File: src/rtl/m_io_select_responder.sv
// I/O select responder: decodes a fixed 7-bit I/O address, inserts WAIT_STATES wait cycles
// on READY, then emits a one-cycle read/write strobe and holds CS_n until IORQ_n is released.
module m_io_select_responder #(
  parameter logic [6:0]  MATCH_ADDR  = 7'h7F,
  parameter int unsigned WAIT_STATES = 2
) (
  input  logic       MasterClock,
  input  logic       Reset,
  input  logic [6:0] Addr,
  input  logic       IORQ_n,
  input  logic       RD_n,
  input  logic       WR_n,
  output logic       CS_n,
  output logic       READY,
  output logic       RdPulse,
  output logic       WrPulse,
  output logic       Abort
);

  typedef enum logic [1:0] {StIdle, StWait, StHold} state_e;

  localparam logic [3:0] WaitInit = 4'(WAIT_STATES);
  localparam bit         NoWait   = (WAIT_STATES == 0);

  state_e     state_q, state_d;
  logic [3:0] cnt_q, cnt_d;
  logic       dir_wr_q, dir_wr_d;
  logic       cs_n_q, cs_n_d;
  logic       ready_q, ready_d;
  logic       rd_q, rd_d;
  logic       wr_q, wr_d;
  logic       abort_q, abort_d;

  logic addr_hit;
  logic req;

  // AND-tree over bitwise equality with the match pattern
  assign addr_hit = &(~(Addr ^ MATCH_ADDR));
  // Exactly one strobe low; both low is treated as no request
  assign req      = ~IORQ_n & addr_hit & (RD_n ^ WR_n);

  always_comb begin
    state_d  = state_q;
    cnt_d    = cnt_q;
    dir_wr_d = dir_wr_q;
    cs_n_d   = cs_n_q;
    ready_d  = ready_q;
    rd_d     = 1'b0;
    wr_d     = 1'b0;
    abort_d  = 1'b0;

    unique case (state_q)
      StIdle: begin
        if (req) begin
          cs_n_d   = 1'b0;
          dir_wr_d = ~WR_n;
          if (NoWait) begin
            state_d = StHold;
            rd_d    = WR_n;
            wr_d    = ~WR_n;
          end else begin
            state_d = StWait;
            ready_d = 1'b0;
            cnt_d   = WaitInit;
          end
        end
      end
      StWait: begin
        if (IORQ_n) begin
          state_d = StIdle;
          cs_n_d  = 1'b1;
          ready_d = 1'b1;
          abort_d = 1'b1;
        end else if (cnt_q == 4'd1) begin
          state_d = StHold;
          ready_d = 1'b1;
          rd_d    = ~dir_wr_q;
          wr_d    = dir_wr_q;
        end else begin
          cnt_d = cnt_q - 4'd1;
        end
      end
      StHold: begin
        if (IORQ_n) begin
          state_d = StIdle;
          cs_n_d  = 1'b1;
        end
      end
      default: begin
        state_d = StIdle;
        cs_n_d  = 1'b1;
        ready_d = 1'b1;
      end
    endcase
  end

  always_ff @(posedge MasterClock or posedge Reset) begin
    if (Reset) begin
      state_q  <= StIdle;
      cnt_q    <= 4'd0;
      dir_wr_q <= 1'b0;
      cs_n_q   <= 1'b1;
      ready_q  <= 1'b1;
      rd_q     <= 1'b0;
      wr_q     <= 1'b0;
      abort_q  <= 1'b0;
    end else begin
      state_q  <= state_d;
      cnt_q    <= cnt_d;
      dir_wr_q <= dir_wr_d;
      cs_n_q   <= cs_n_d;
      ready_q  <= ready_d;
      rd_q     <= rd_d;
      wr_q     <= wr_d;
      abort_q  <= abort_d;
    end
  end

  assign CS_n    = cs_n_q;
  assign READY   = ready_q;
  assign RdPulse = rd_q;
  assign WrPulse = wr_q;
  assign Abort   = abort_q;

endmodule

File: config.mk
export PLATFORM = sky130hd
export DESIGN_NAME = m_io_select_responder
export DESIGN_NICKNAME = d
export VERILOG_FILES = /design/src/rtl/m_io_select_responder.sv
export SDC_FILE = /design/constraint.sdc
export NUM_CORES = 1
export LEC_CHECK = 0
export ABC_AREA = 1
export BUFFER_PORTS_ARGS = -buffer_cell sky130_fd_sc_hd__buf_2
export CAP_MARGIN = 20
export CORE_MARGIN = 4
export CORE_UTILIZATION = 40
export DETAILED_ROUTE_END_ITERATION = 8
export GPL_ROUTABILITY_DRIVEN = 1
export PLACE_DENSITY = 0.68
export SLEW_MARGIN = 30
export SYNTH_ARGS = -nofsm -noshare
export SYNTH_HDL_FRONTEND = slang
export SYNTH_SLANG_ARGS = --single-unit
File: constraint.sdc
create_clock -name MasterClock -period 1.2 [get_ports MasterClock]
set_input_delay 0.24 -clock MasterClock [delete_from_list [all_inputs] [get_ports MasterClock]]
set_output_delay 0.24 -clock MasterClock [all_outputs]
set_load 0.03 [all_outputs]
==> results of run 1 <==
layout by cell type (no fill, tap or decap), drive strengths merged:
| cell type | Yosys | routed |
|---|---|---|
| nand3 | 7 | 7 |
| dfrtp | 10 | 10 |
| nand2 | 35 | 35 |
| clkbuf | 0 | 4 |
| ha | 5 | 5 |
| dfstp | 2 | 2 |
| o21ai | 6 | 6 |
| dlygate4sd3 | 0 | 1 |
| nor3 | 2 | 2 |
| nor2 | 9 | 9 |
| a21oi | 1 | 1 |
| inv | 16 | 16 |
| buf | 0 | 32 |
worst paths after layout:
path                             from  endpoint  slack [ns]  depth (start not counted)
max                        state_q[1]  cnt_q[1]       -0.10                          9
min reg2reg                  dir_wr_q   RdPulse        0.45                          1
max in group asynchronous       Reset      CS_n        0.36                          3
min in group asynchronous       Reset  cnt_q[3]        0.50                          3
max reg2reg                state_q[1]  cnt_q[1]       -0.10                          9
min                            IORQ_n     Abort        0.22                          3
layer usage:
| layer | up-vias | GRT usage | share of wire |
|---|---|---|---|
| met5 | - | 0 | 0 |
| met4 | 0 | 0.0645 | 0.0087 |
| met3 | 2 | 0.0475 | 0.038 |
| met2 | 14 | 0.237 | 0.50 |
| met1 | 310 | 0.152 | 0.45 |
| li1 | 360 | - | - |
flip-flops by register name, summed over array words and instances, names as in the netlist:
register / cells
Abort: 1
WrPulse: 1
dir_wr_q: 1
cnt_q: 4
CS_n: 1
state_q: 2
READY: 1
RdPulse: 1
logic make-up after synthesis:
group           share of synthesized area
simple gates                        0.350
buf+inv                            0.0841
flops                               0.424
compound gates                     0.0543
fa+ha+maj                          0.0876
final cells by class:
cell class,count,share of cell area
clock buffer,4,0.0341
inverter,16,0.0588
multi-input combinational,65,0.382
sequential,12,0.286
tap,25,0.0294
timing repair buffer,33,0.209
worst register-to-register path: cells and delay by family (launching register included):
family / cells / cell delay (ns)
AOI/OAI and AO/OA: 1 / 0.10
adders and majority gates: 1 / 0.16
buffers and inverters: 2 / 0.14
DFF: 1 / 0.40
and+or+nand+nor: 5 / 0.40
power breakdown:
group	switching [mW]	internal, mW	total [mW]
logic	0.325	0.287	0.613
clock network	0.146	0.185	0.330
registers	0.0402	0.472	0.512
total	0.511	0.944	1.45
stage by stage:
step | hold WS [ns] | setup WS [ns] | power (mW) | instance area, um2 | std cells
final | 0.224 | -0.102 | 1.45 | 1060 | 155
after global routing | 0.236 | -0.174 | 1.56 | 1060 | 155
after CTS | 0.222 | -0.0759 | 1.42 | 1020 | 152
after detailed placement | 0.269 | -0.115 | 1.04 | 933 | 145
after global placement | 0.271 | -0.0922 | 1.02 | 933 | 145
after floorplan | 0.103 | -0.0438 | 0.839 | 739 | 93
timing repair:
action / 4_1_cts / 5_1_grt
hold buffers: 1 / 0
endpoints found under the hold margin: 10 / 0
buffers inserted: 2 / 3
resized for setup: 7 / 9
pin swaps: 2 / 1
endpoints found under the setup margin: 9 / 12
==> impl_metrics.ini, run 1 <==
[clock_tree]
clock-sinks = 12
htreeDepth = 1
clockRootBuffer = clkbuf_4
cts_tree = done
clkTransAtPathRegs_ns = 0.08
clockBufferDepth = 2
cts_buffers = 3
clk_latency_ns = 0.28

[setup_path]
cpPeakStageDelay_ns = 0.40
cp-end-kind = register
critical-path-top-delay-family = flip-flops
worst_path_max_delay_cell = dfrtp_1
crit_path_start_kind = register
critPathKind = reg2reg
crit_path_cell_trace = inv_2 > ha_4 > inv_4 > nor2_4 > nand2_4 > o21ai_4 > nand2_4 > nand2_1 > nand2_1
critical_path_buf_inv_count = 2
arrival_ns = 1.47
critical_path.max_fanout = 5
critPathRequiredTime_ns = 1.37

[route]
via_per_inst = 4.43
drtIter0Drc = 7
dr.pass1.iters = 4
wl_per_cell_um = 10.4
post-route-drc-count = 0
drt_wl_total_mm = 1.61
final_antenna_net_count = 0
vias = 686

[placement]
dp_hpwl_mm = 1.21
place.port_buffers = 16
routabilityCongestion = 0.738

[logic_synthesis]
yosysTopAreaCellShare = 0.350
yosys-top-cells-count = 30 x nand2_1, 14 x inv_1, 10 x dfrtp_1
ys.warnings.count = 0
yosysUniqueCellTypes = 17
synth.largest_area_cell = dfrtp_1
synth_edf_count = 0
syn_avg_cell_area_um2 = 7.68
syn_inst = 93
yosysSeqAreaShare = 0.424
syn-cell-area_um2 = 714
synth.area.top_cells = dfrtp_1 35%, nand2_1 16%, ha_1 8.8%
synthFlopType = dfrtp_1
synth_seq_cells = 12
ys_async_sr_fraction = 1.00
synth.most_common_cell = nand2_1
synth.net_count = 110

[timing]
rsz0062_at_grt = yes
clock.fmax_ghz = 0.768
min_period_ns = 1.30
timing.slew.headroom = 0.694
drv_slew = 0
finalHoldViolations = 0
period_share = 1.09
timing.final.ws_setup_ns = -0.102
skew_ns = 0.00158
tightest_slew_ns = 0.459
setup_viol = 6
tns_ns = -0.492

[finish]
utilization = 0.623
ff_latch_area_um2 = 304
diodes = 0
area_delta_synth_final_pct = 48.9
fill_cells = 146
drive_gt1_frac = 0.469
multi_input_area_um2 = 407
fin_nets = 148

[floorplan]
fp-row-count = 15
start_util = 0.418
ios = 17
die_w_um = 50.3
core_um2 = 1710
die_area_um2 = 2530
fp.dieH_um = 50.3

[hold_path]
min_path_type = in2reg

[global_route]
grt_pass1_wl_mm = 2.60
grt_max_degree = 13
track_usage = 0.138
grt_pass1_vias = 672
grt_overflow = 0
antenna_found_initial = 0

[job]
drv_cap = 0

[pwr]
vdd_drop_max_mv = 0.752
p_per_area_nw_per_um2 = 1370
power_leakage_nw = 0.567

[run_status]
status = complete, but fails checks
violations = negative setup slack
Note: power is estimated with default switching activity, not from simulation.
==> inputs of run 2 (changes only) <==
GPL_TIMING_DRIVEN = 0   (was not set)
==> run 2 against run 1 <==
The run still ends with negative setup slack left. Die area is the same. Non-clock buffer count shrank 10. Clock skew shrank 0.00068 ns. Clock-buffer cell count is the same. Critical path depth is the same. Largest cell class unchanged. Maximum frequency shrank 0.61%. Sequential power grew 1%. Critical path type unchanged. First-iteration DRC count grew 14%. Cell count shrank 6.5%. Combinational power shrank 10%. Clock power shrank 4%.
==> impl_metrics.ini, run 2 (synthesis results as in run 1) <==
[clock_tree]
clock-sinks = 12
cts_tree = done
clk_latency_ns = 0.27
htreeDepth = 1
clockBufferDepth = 2
clkTransAtPathRegs_ns = 0.07
cts_buffers = 3
clockRootBuffer = clkbuf_4

[placement]
routabilityCongestion = 0.763
dpl_cell_area_um2 = 851
place.port_buffers = 16
dp_hpwl_mm = 1.13

[finish]
area_delta_synth_final_pct = 39.6
drive_gt1_frac = 0.442
diodes = 0
layout_commonest_cell = nand2_1
stdcell_area_um2 = 997
fill_cells = 161
final_cell_mix = 24 x nand2_1, 14 x buf_2, 11 x inv_1, 9 x dfrtp_1, 8 x nand2_2
largest_reg_flops = 4
fin_nets = 138
utilization = 0.584
largest-register = cnt_q
largestRegisters = cnt_q x4, state_q x2

[global_route]
antenna_found_initial = 0
grt-busiest-layer = met2
grt_pass1_vias = 647
grt_max_degree = 13
use_met3 = 0.0564
gr-usage-met1 = 0.149
grt_pass1_wl_mm = 2.66
use_met2 = 0.252
track_usage = 0.139
grt_overflow = 0

[pwr]
p_per_area_nw_per_um2 = 1390
power_leakage_nw = 0.520
vdd_drop_max_mv = 0.778

[route]
post-route-drc-count = 0
vias = 653
dr.pass1.iters = 3
drt_wl_total_mm = 1.59
via_per_inst = 4.50
wl_per_cell_um = 10.9
final_antenna_net_count = 0
drtIter0Drc = 8

[run_status]
violations = negative setup slack
status = complete, but fails checks

[hold_path]
worstHoldPathCells = 3
min-delay-start = IORQ_n
whs_endpoint = Abort
min_path_type = in2reg

[timing]
timing.slew.headroom = 0.694
timing.final.ws_setup_ns = -0.110
drv_slew = 0
tightest_slew_ns = 0.459
setup_viol = 6
tns_ns = -0.632
rsz0062_at_grt = yes
clock.fmax_ghz = 0.763
min_period_ns = 1.31
skew_ns = 0.000891
period_share = 1.09
finalHoldViolations = 0

[setup_path]
critical_path.max_fanout = 5
arrival_ns = 1.48
worstRegToRegCells = 9
worstReg2RegEnd = cnt_q[0]
cp-end-kind = register
r2r-start = state_q[1]
reg2reg_setup_slack_ns = -0.11
critPathRequiredTime_ns = 1.36
critPathKind = reg2reg
crit_path_start_kind = register

[floorplan]
start_util = 0.418
die_area_um2 = 2530
ios = 17
core_um2 = 1710
fp-row-count = 15
die_w_um = 50.3
fp.dieH_um = 50.3

[job]
drv_cap = 0
-- run 2: worst max path at each step --
stage	startpoint	endpoint	slack [ns]
6_report	state_q[1]	cnt_q[0]	-0.11
5_1_grt	cnt_q[1]	state_q[0]	-0.21
4_1_cts	state_q[1]	cnt_q[1]	-0.08
3_5_place_dp	state_q[0]	cnt_q[1]	-0.17
3_3_place_gp	state_q[0]	cnt_q[0]	-0.14
2_1_floorplan	state_q[0]	cnt_q[2]	-0.04
-- run 2: cell type report --
class | count | area (um2) | area share
timing repair buffer | 23 | 151 | 0.152
inverter | 16 | 65.1 | 0.0652
multi-input combinational | 65 | 409 | 0.410
tap | 25 | 31.3 | 0.0314
sequential | 12 | 304 | 0.305
clock buffer | 4 | 36.3 | 0.0364
-- run 2: worst max-delay path, cell delays in order (launching register included) --
cell and delay, ns:
dfrtp_1 0.39, inv_2 0.11, ha_4 0.17, inv_4 0.04, nor2_4 0.10, nand2_4 0.08, o21ai_4 0.10, nand2_4 0.10
nand2_1 0.06, nand2_1 0.05
-- run 2: layer usage --
metal  vias to the layer above  share of wire
li1                        336              -
met1                       304           0.43
met2                        11           0.52
met3                         2          0.042
met4                         0         0.0057
met5                         -              0
-- run 2: metrics by stage --
stage	setup WS, ns	cells	hold WS, ns	total power [mW]
finish	-0.110	145	0.244	1.38
floorplan	-0.0438	93	0.103	0.839
global placement	-0.137	134	0.270	0.922
global route	-0.211	145	0.242	1.49
CTS	-0.0828	144	0.236	1.35
detailed placement	-0.166	134	0.269	0.937
-- run 2: power by group --
part	total [mW]	leakage (nW)	internal [mW]	switching [mW]
Clock	0.316	0.0210	0.184	0.131
Sequential	0.517	0.152	0.472	0.0450
Combinational	0.552	0.347	0.233	0.319
Total	1.38	0.520	0.889	0.496
-- run 2: repair_timing --
action,in CTS,in global routing
setup endpoints to repair,11,12
buffers inserted,5,1
endpoints found under the hold margin,10,0
resized for setup,12,7
hold buffers,1,0
pin swaps,3,0
